File: src/rtl/passwd_bank.sv
// ---------------------------------------------------------------------------
// passwd_bank
//
// Keypad password bank. Digits are shifted into an entry buffer. A submit
// either commits the buffer as the new stored password (set mode) or compares
// it against the stored password (check mode). Too many consecutive failed
// checks put the block into a timed lockout. During lockout every strobe is
// ignored.
//
// Parameters
//   DIGITS      password length in digits (2..16)
//   DW          bits per digit
//   BAD_CODE    illegal digit code; it is stored as zero
//   MAX_FAIL    consecutive failed checks that trigger lockout (1..15)
//   LOCK_CYCLES lockout duration in clk cycles (>= 1)
//
// Ports
//   clk        clock, rising edge
//   clr        asynchronous active-low reset
//   key_valid  strobe: key_code holds a digit
//   key_code   digit value
//   key_del    strobe: remove the most recently entered digit
//   key_ent    strobe: submit the entry buffer
//   mode_set   level, sampled only with key_ent: 1 = set, 0 = check
//   entry_cnt  number of digits currently held in the entry buffer
//   stored     stored password; the first-entered digit is in the top DW bits
//   match      pulse: check succeeded
//   fail       pulse: check failed, or a set attempt was rejected
//   set_done   pulse: new password committed
//   locked     level: lockout in progress
// ---------------------------------------------------------------------------
module passwd_bank #(
    parameter int unsigned   DIGITS      = 6,
    parameter int unsigned   DW          = 4,
    parameter logic [DW-1:0] BAD_CODE    = DW'(4'hE),
    parameter int unsigned   MAX_FAIL    = 3,
    parameter int unsigned   LOCK_CYCLES = 1000
) (
    input  logic                         clk,
    input  logic                         clr,
    input  logic                         key_valid,
    input  logic [DW-1:0]                key_code,
    input  logic                         key_del,
    input  logic                         key_ent,
    input  logic                         mode_set,
    output logic [$clog2(DIGITS+1)-1:0]  entry_cnt,
    output logic [DIGITS*DW-1:0]         stored,
    output logic                         match,
    output logic                         fail,
    output logic                         set_done,
    output logic                         locked
);

    localparam int unsigned CW = $clog2(DIGITS + 1);
    localparam int unsigned BW = DIGITS * DW;
    localparam int unsigned TW = (LOCK_CYCLES > 1) ? $clog2(LOCK_CYCLES) : 1;

    localparam logic [CW-1:0] FULL       = CW'(DIGITS);
    localparam logic [3:0]    FAIL_LIM   = 4'(MAX_FAIL);
    localparam logic [TW-1:0] TIMER_LOAD = TW'(LOCK_CYCLES - 1);

    typedef enum logic {
        ST_OPEN = 1'b0,
        ST_LOCK = 1'b1
    } state_t;

    state_t          state;
    logic [BW-1:0]   buffer;
    logic [3:0]      fail_cnt;
    logic [TW-1:0]   timer;

    logic [DW-1:0]   digit;
    logic            full;
    logic            empty;
    logic [3:0]      fail_next;

    always_comb begin
        digit     = (key_code == BAD_CODE) ? '0 : key_code;
        full      = (entry_cnt == FULL);
        empty     = (entry_cnt == '0);
        fail_next = fail_cnt + 4'd1;
    end

    always_ff @(posedge clk or negedge clr) begin
        if (!clr) begin
            state     <= ST_OPEN;
            stored    <= '0;
            buffer    <= '0;
            entry_cnt <= '0;
            fail_cnt  <= '0;
            timer     <= '0;
            match     <= 1'b0;
            fail      <= 1'b0;
            set_done  <= 1'b0;
            locked    <= 1'b0;
        end else begin
            match    <= 1'b0;
            fail     <= 1'b0;
            set_done <= 1'b0;

            case (state)
                ST_OPEN: begin
                    if (key_ent) begin
                        buffer    <= '0;
                        entry_cnt <= '0;
                        if (mode_set) begin
                            // A rejected set attempt leaves the fail counter alone.
                            if (full) begin
                                stored   <= buffer;
                                set_done <= 1'b1;
                            end else begin
                                fail <= 1'b1;
                            end
                        end else if (full && (buffer == stored)) begin
                            match    <= 1'b1;
                            fail_cnt <= '0;
                        end else begin
                            fail     <= 1'b1;
                            fail_cnt <= fail_next;
                            // locked rises together with the fail pulse that
                            // reaches the limit.
                            if (fail_next == FAIL_LIM) begin
                                state  <= ST_LOCK;
                                locked <= 1'b1;
                                timer  <= TIMER_LOAD;
                            end
                        end
                    end else if (key_del) begin
                        // A delete on an empty buffer still swallows key_valid.
                        if (!empty) begin
                            buffer    <= {{DW{1'b0}}, buffer[BW-1:DW]};
                            entry_cnt <= entry_cnt - 1'b1;
                        end
                    end else if (key_valid && !full) begin
                        buffer    <= {buffer[BW-DW-1:0], digit};
                        entry_cnt <= entry_cnt + 1'b1;
                    end
                end

                ST_LOCK: begin
                    buffer    <= '0;
                    entry_cnt <= '0;
                    // The timer loads LOCK_CYCLES-1 and the exit happens on the
                    // edge that sees zero, giving exactly LOCK_CYCLES locked cycles.
                    if (timer == '0) begin
                        state    <= ST_OPEN;
                        fail_cnt <= '0;
                        locked   <= 1'b0;
                    end else begin
                        timer <= timer - 1'b1;
                    end
                end

                default: begin
                    state <= ST_OPEN;
                end
            endcase
        end
    end

endmodule
File: config.mk
export PLATFORM = sky130hd
export DESIGN_NAME = passwd_bank
export DESIGN_NICKNAME = d
export VERILOG_FILES = /design/src/rtl/passwd_bank.sv
export SDC_FILE = /design/constraint.sdc
export NUM_CORES = 1
export LEC_CHECK = 0
export BUFFER_PORTS_ARGS = -buffer_cell sky130_fd_sc_hd__buf_2
export CELL_PAD_IN_SITES_DETAIL_PLACEMENT = 0
export CELL_PAD_IN_SITES_GLOBAL_PLACEMENT = 1
export CORE_ASPECT_RATIO = 1.5
export CORE_MARGIN = 3
export CORE_UTILIZATION = 25
export DETAILED_ROUTE_END_ITERATION = 7
export PLACE_DENSITY_LB_ADDON = 0.1
export SETUP_SLACK_MARGIN = 0.5
export SLEW_MARGIN = 10
export SYNTH_ARGS = -nofsm -noshare
export SYNTH_HDL_FRONTEND = slang
export SYNTH_SLANG_ARGS = --single-unit
File: constraint.sdc
create_clock -name clk -period 1.8 [get_ports clk]
set_input_delay 0.27 -clock clk [delete_from_list [all_inputs] [get_ports clk]]
set_output_delay 0.27 -clock clk [all_outputs]
set_load 0.01 [all_outputs]
Yosys cells after proc, flatten, opt, wreduce, memory -nomap -nowiden
Index checks and enable logic that the tools add are counted.
{ "op_classes": {"add_sub_neg": 4, "eq_ne": 12, "mux": 47, "bitwise": 1, "reduce_logical": 10} }
{ "ops": {"columns": ["op", "n"], "rows": [
  ["24-bit two-way mux", 4],
  ["10-bit two-way mux", 5],
  ["24-bit case mux with 2 select lines", 1],
  ["24-bit equality test", 1],
  ["1-bit two-way mux", 23],
  ["4-bit two-way mux", 5],
  ["10-bit case mux with 2 select lines", 1],
  ["3-bit two-way mux", 4],
  ["10-bit logical NOT", 1],
  ["2-bit inequality test (second input constant)", 5],
  ["5-bit AND reduction", 2],
  ["10-bit by 1-bit subtractor with 10-bit output (second input constant)", 1],
  ["4-bit inequality test (second input constant)", 2],
  ["4-bit case mux with 2 select lines", 1],
  ["3-bit case mux with 2 select lines", 1],
  ["4-bit by 1-bit adder with 4-bit output (second input constant)", 1],
  ["4-bit by 2-bit equality test with 1-bit output (second input constant)", 1],
  ["4-bit equality test (second input constant)", 1],
  ["1-bit case mux with 2 select lines", 2],
  ["4-bit AND reduction", 1],
  ["3-bit by 1-bit adder with 3-bit output (second input constant)", 1],
  ["3-bit equality test (second input constant)", 1],
  ["3-bit logical NOT", 1],
  ["3-bit AND reduction", 1],
  ["other kinds (6)", 7]
]} }
{ "word_totals": {"regBits": 70, "input_bits": 10, "output_inout_bits": 31, "word_cells": 84} }

Logic depth before layout (Yosys ltp)
{ "depth": {"depth_word": 7, "ltp_mapped": 8} }

Least setup slack after synthesis
No wires, ideal clock.
{ "synth_path": {"path_kind": "reg-to-reg", "from": "reg entry_cnt[0]", "to": "reg timer[2]", "arrival_ns": 1.927, "required_ns": 1.667, "slack_ns": -0.260, "path_stages_with_launch": 7, "n_path_buf": 0, "period_less_slack_ns": 2.060, "path_cell_list": "dfrtp_1 -> nand3b_1 -> or4_4 -> nor3_4 -> a21oi_2 -> a21oi_4 -> a22oi_1"} }
{ "synth_between": {"elab_chain_cells": 4} }
{ "synth_lines": {"columns": ["item", "line_no", "text"], "rows": [
  ["start, declared", "46", "output logic [$clog2(DIGITS+1)-1:0] entry_cnt,"],
  ["start signal, assigned", "132", "entry_cnt <= entry_cnt - 1'b1;"],
  ["start signal, assigned", "136", "entry_cnt <= entry_cnt + 1'b1;"],
  ["3-bit equality test", "79", "full = (entry_cnt == FULL);"],
  ["1-bit logical AND", "114", "end else if (full && (buffer == stored)) begin"],
  ["2-bit inequality test (no source line)", null, null],
  ["5-bit AND reduction (no source line)", null, null],
  ["end signal, assigned", "150", "timer <= timer - 1'b1;"],
  ["end, declared", "70", "logic [TW-1:0] timer;"]
]} }
No other way between the ends.
A chain may end at the register's enable or synchronous reset.

Worst setup path after layout
{ "layout_path": {"from": "reg buffer[22]", "to": "reg timer[2]"} }
{ "layout_between": {"elab_chain_cells": 4} }
{ "layout_lines": {"columns": ["item", "line_no", "text"], "rows": [
  ["start, declared", "68", "logic [BW-1:0] buffer;"],
  ["start signal, assigned", "131", "buffer <= {{DW{1'b0}}, buffer[BW-1:DW]};"],
  ["start signal, assigned", "135", "buffer <= {buffer[BW-DW-1:0], digit};"],
  ["24-bit equality test", "114", null],
  ["1-bit logical AND", "114", null],
  ["2-bit inequality test (no source line)", null, null],
  ["5-bit AND reduction (no source line)", null, null]
]} }
No other way between the ends.

==> results.md <==
* Status: finished with violations
* Failing checks: negative setup slack
* Max incr delay on CP at about 0.4 ns
* Vias per inst at 4.79
* Syn_nets at 344
* First DRT Iteration DRCs at 62
* DRC at 0
* Die area at between 15000 and 20000 sq um
* P_leak at roughly 2.6 nW
* Vias after detailed routing at slightly below 3000
* Total Nets Final at between 400 and 500
* Grt ovf at 0
* Layout area overhead at 56.3%
* # port buffers at 40
* Critical Path, Cell by Cell: xnor2_2 -> nand4_1 -> nor4_2 -> buf_4 -> a21oi_2 -> a21oi_4 -> buf_12 -> a22oi_1
* Max-Slew Margin vs Limit at 0.419
* Post-route setup slack at -0.0521 ns
* Clock skew at approximately 0.008 ns
* # placed instances at 574
* H-tree level count at 3
* Fmax at 540 MHz
* Worst-path clk slew at 0.06 ns
* I/O Pins at roughly 40
* Synthesized area at ~3500 sq um
* Hold depth at 3
* Die H at 151 um
* Post-synth EDFFs at 0
* Initial antenna violation count at 0
* Slew Viols, Final at 0
* CTS tree: done
* Synth Instances at ~330
* CP arrival at 2.07 ns
* Site row count at 52
* Worst-Margin Slew at around 0.87 ns
* VDD IR-drop max at between 0.0005 and 0.0006 V
* Core area at around 14000 sq um
* CP Class: register to register
* Largest net degree at the start of global routing at 50
* GRT Util Overall at 0.155
* Max Root-Sink Buffers at 2
* Crit end category: register
* Post-Syn Area per Cell at around 11 sq um
* CTS buffer count at 9
* Synth unique cells at 40
* Stages on worst setup path at 8
* Post-Route WL at 11.3 mm
* First-pass GRT wire length at around 18 mm
* FF/Latch Area at 1760 sq um
* TritonCTS sink count at 70
* Asr flop ratio synth at 1.00
* Crit-path leading delay family: simple AND/OR/NAND/NOR gates
* RSZ-0062 raised after global routing: true
* Power Density at 1140 nW/um^2
* Area contributors post-synth: dfrtp_1 50%, mux2_2 7.7%, xnor2_1 5.5%
* Period utilisation layout at 1.03
* Final Hold Vio Count at 0
* R2R cell count at 8
* Post-synthesis sequential area ratio at 0.497
* Post-route minimum period at approximately 1.9 ns
* Hold WC Path Type: input port to register
* Final setup fails at 8
* Multi-input logic area at a little under 2000 sq um
* Worst Setup Start Kind: register
* Top cells by count, synth: 70 x dfrtp_1, 42 x nor2_1, 24 x mux2_2
* Max-cap viol count at 0
* Yosys top cell by area: dfrtp_1
* Crit-path slowest cell: dfrtp_1
* DP Wirelength at between 6 and 7 mm
* Crit-path max FO at 4
* RePlAce Congestion at slightly below 0.8
* CP bufs+invs at 2
* Root Driver: clkbuf_16
* Post-synth top area share at 0.497
* Drt first pass iters at 4
* Clk Latency, worst-skew pair at 0.34 ns
* Setup TNS at -0.304 ns
* Routed len/inst at between 15 and 20 um
* Setup WS pre-CTS at -0.148 ns
* Starting density of the core at 0.258
* Synthesized flop and latch total at 70
* Die W at 103 um
* Vias in the first global route at roughly 3200
* Share of cells above drive strength 1 at 0.477
* Routed Antenna Nets at 0
* Post-route non-filler standard cell count at between 600 and 700
* Antenna Cells at 0
* Warnings, synthesis at 0
* Most used DFF post-synth: dfrtp_1
* Fill count at roughly 1300
* Required time worst endpoint at between 2 and 2.5 ns
* Most common cell in the netlist: dfrtp_1
-- cells in the final DEF, fill, tap and decap left out, types with 9 or more instances in the layout --
master,instances
a211oi_2,20
nand2_1,19
buf_16,9
mux2i_1,18
buf_2,36
dfrtp_1,67
a21oi_1,10
mux2_4,24
buf_4,54
clkbuf_16,10
nor2_1,39
xnor2_1,20
buf_6,26
-- where the power goes --
part	total, mW	leakage [nW]	switching [mW]	internal (mW)
Clock	1.77	0.143	0.701	1.06
Sequential	1.99	0.921	0.190	1.80
Combinational	2.50	1.49	1.21	1.29
Total	6.26	2.56	2.10	4.16
-- state kept, by name, summed over array words and instances, names as in the netlist --
signal,count
set_done,1
stored,24
fail,1
entry_cnt,3
locked,1
fail_cnt,4
buffer,24
match,1
timer,10
state,1
-- tightest hold or removal path: cells and delay by family --
family,cells,cell delay [ns]
AOI/OAI and AO/OA,1,0.13
buffers and inverters,1,0.13
and+or+nand+nor,1,0.06
-- cell families after synthesis --
kind of cell               count (synthesis)  share of synthesized area
and+or+nand+nor                           97                      0.133
DFF                                       70                      0.497
AOI/OAI and AO/OA                         65                      0.127
muxes                                     42                      0.128
xor gates and xnor gates                  29                     0.0721
buffers and inverters                     21                     0.0231
adders and majority gates                  5                     0.0199
-- final timing paths --
check	start	endpoint	slack, ns
worst max-delay path	buffer[22]	timer[2]	-0.05
worst min-delay path	mode_set	fail	0.30
worst max register to register	buffer[22]	timer[2]	-0.05
worst min register to register	timer[9]	timer[9]	0.49
max in group asynchronous	clr	stored[6]	0.84
min in group asynchronous	clr	timer[9]	0.38
-- metrics by stage --
| stage | total power, mW | cell area [sq um] | hold slack [ns] | util |
|---|---|---|---|---|
| after floorplan | 3.07 | 3580 | -0.0256 | - |
| after global placement | 3.85 | 4360 | 0.202 | 0.319 |
| after detailed placement | 3.86 | 4360 | 0.204 | 0.319 |
| after CTS | 6.21 | 5380 | 0.287 | 0.393 |
| after global routing | 6.64 | 5510 | 0.310 | 0.403 |
| final | 6.26 | 5510 | 0.297 | 0.403 |
-- per-layer routing --
metal,vias up,global-route usage,part of all wire
li1,1420,-,-
met1,1508,0.178,0.40
met2,38,0.285,0.55
met3,17,0.0276,0.022
met4,0,0.0512,0.021
met5,-,0,0
-- timing repair --
action	CTS	global route
hold buffers	1	0
endpoints found under the hold margin	21	0
cloned	9	1
endpoints found under the setup margin	72	78
pin swaps	9	11
resized for setup	86	14
setup buffers	16	6
-- area by class of cell --
cell class / count / area share
sequential: 70 / 0.319
inverter: 5 / 0.00341
multi-input combinational: 238 / 0.361
timing repair buffer: 132 / 0.229
tap: 162 / 0.0368
clock inverter: 5 / 0.00909
clock buffer: 11 / 0.0423
Power figures use the tool's default switching activity.
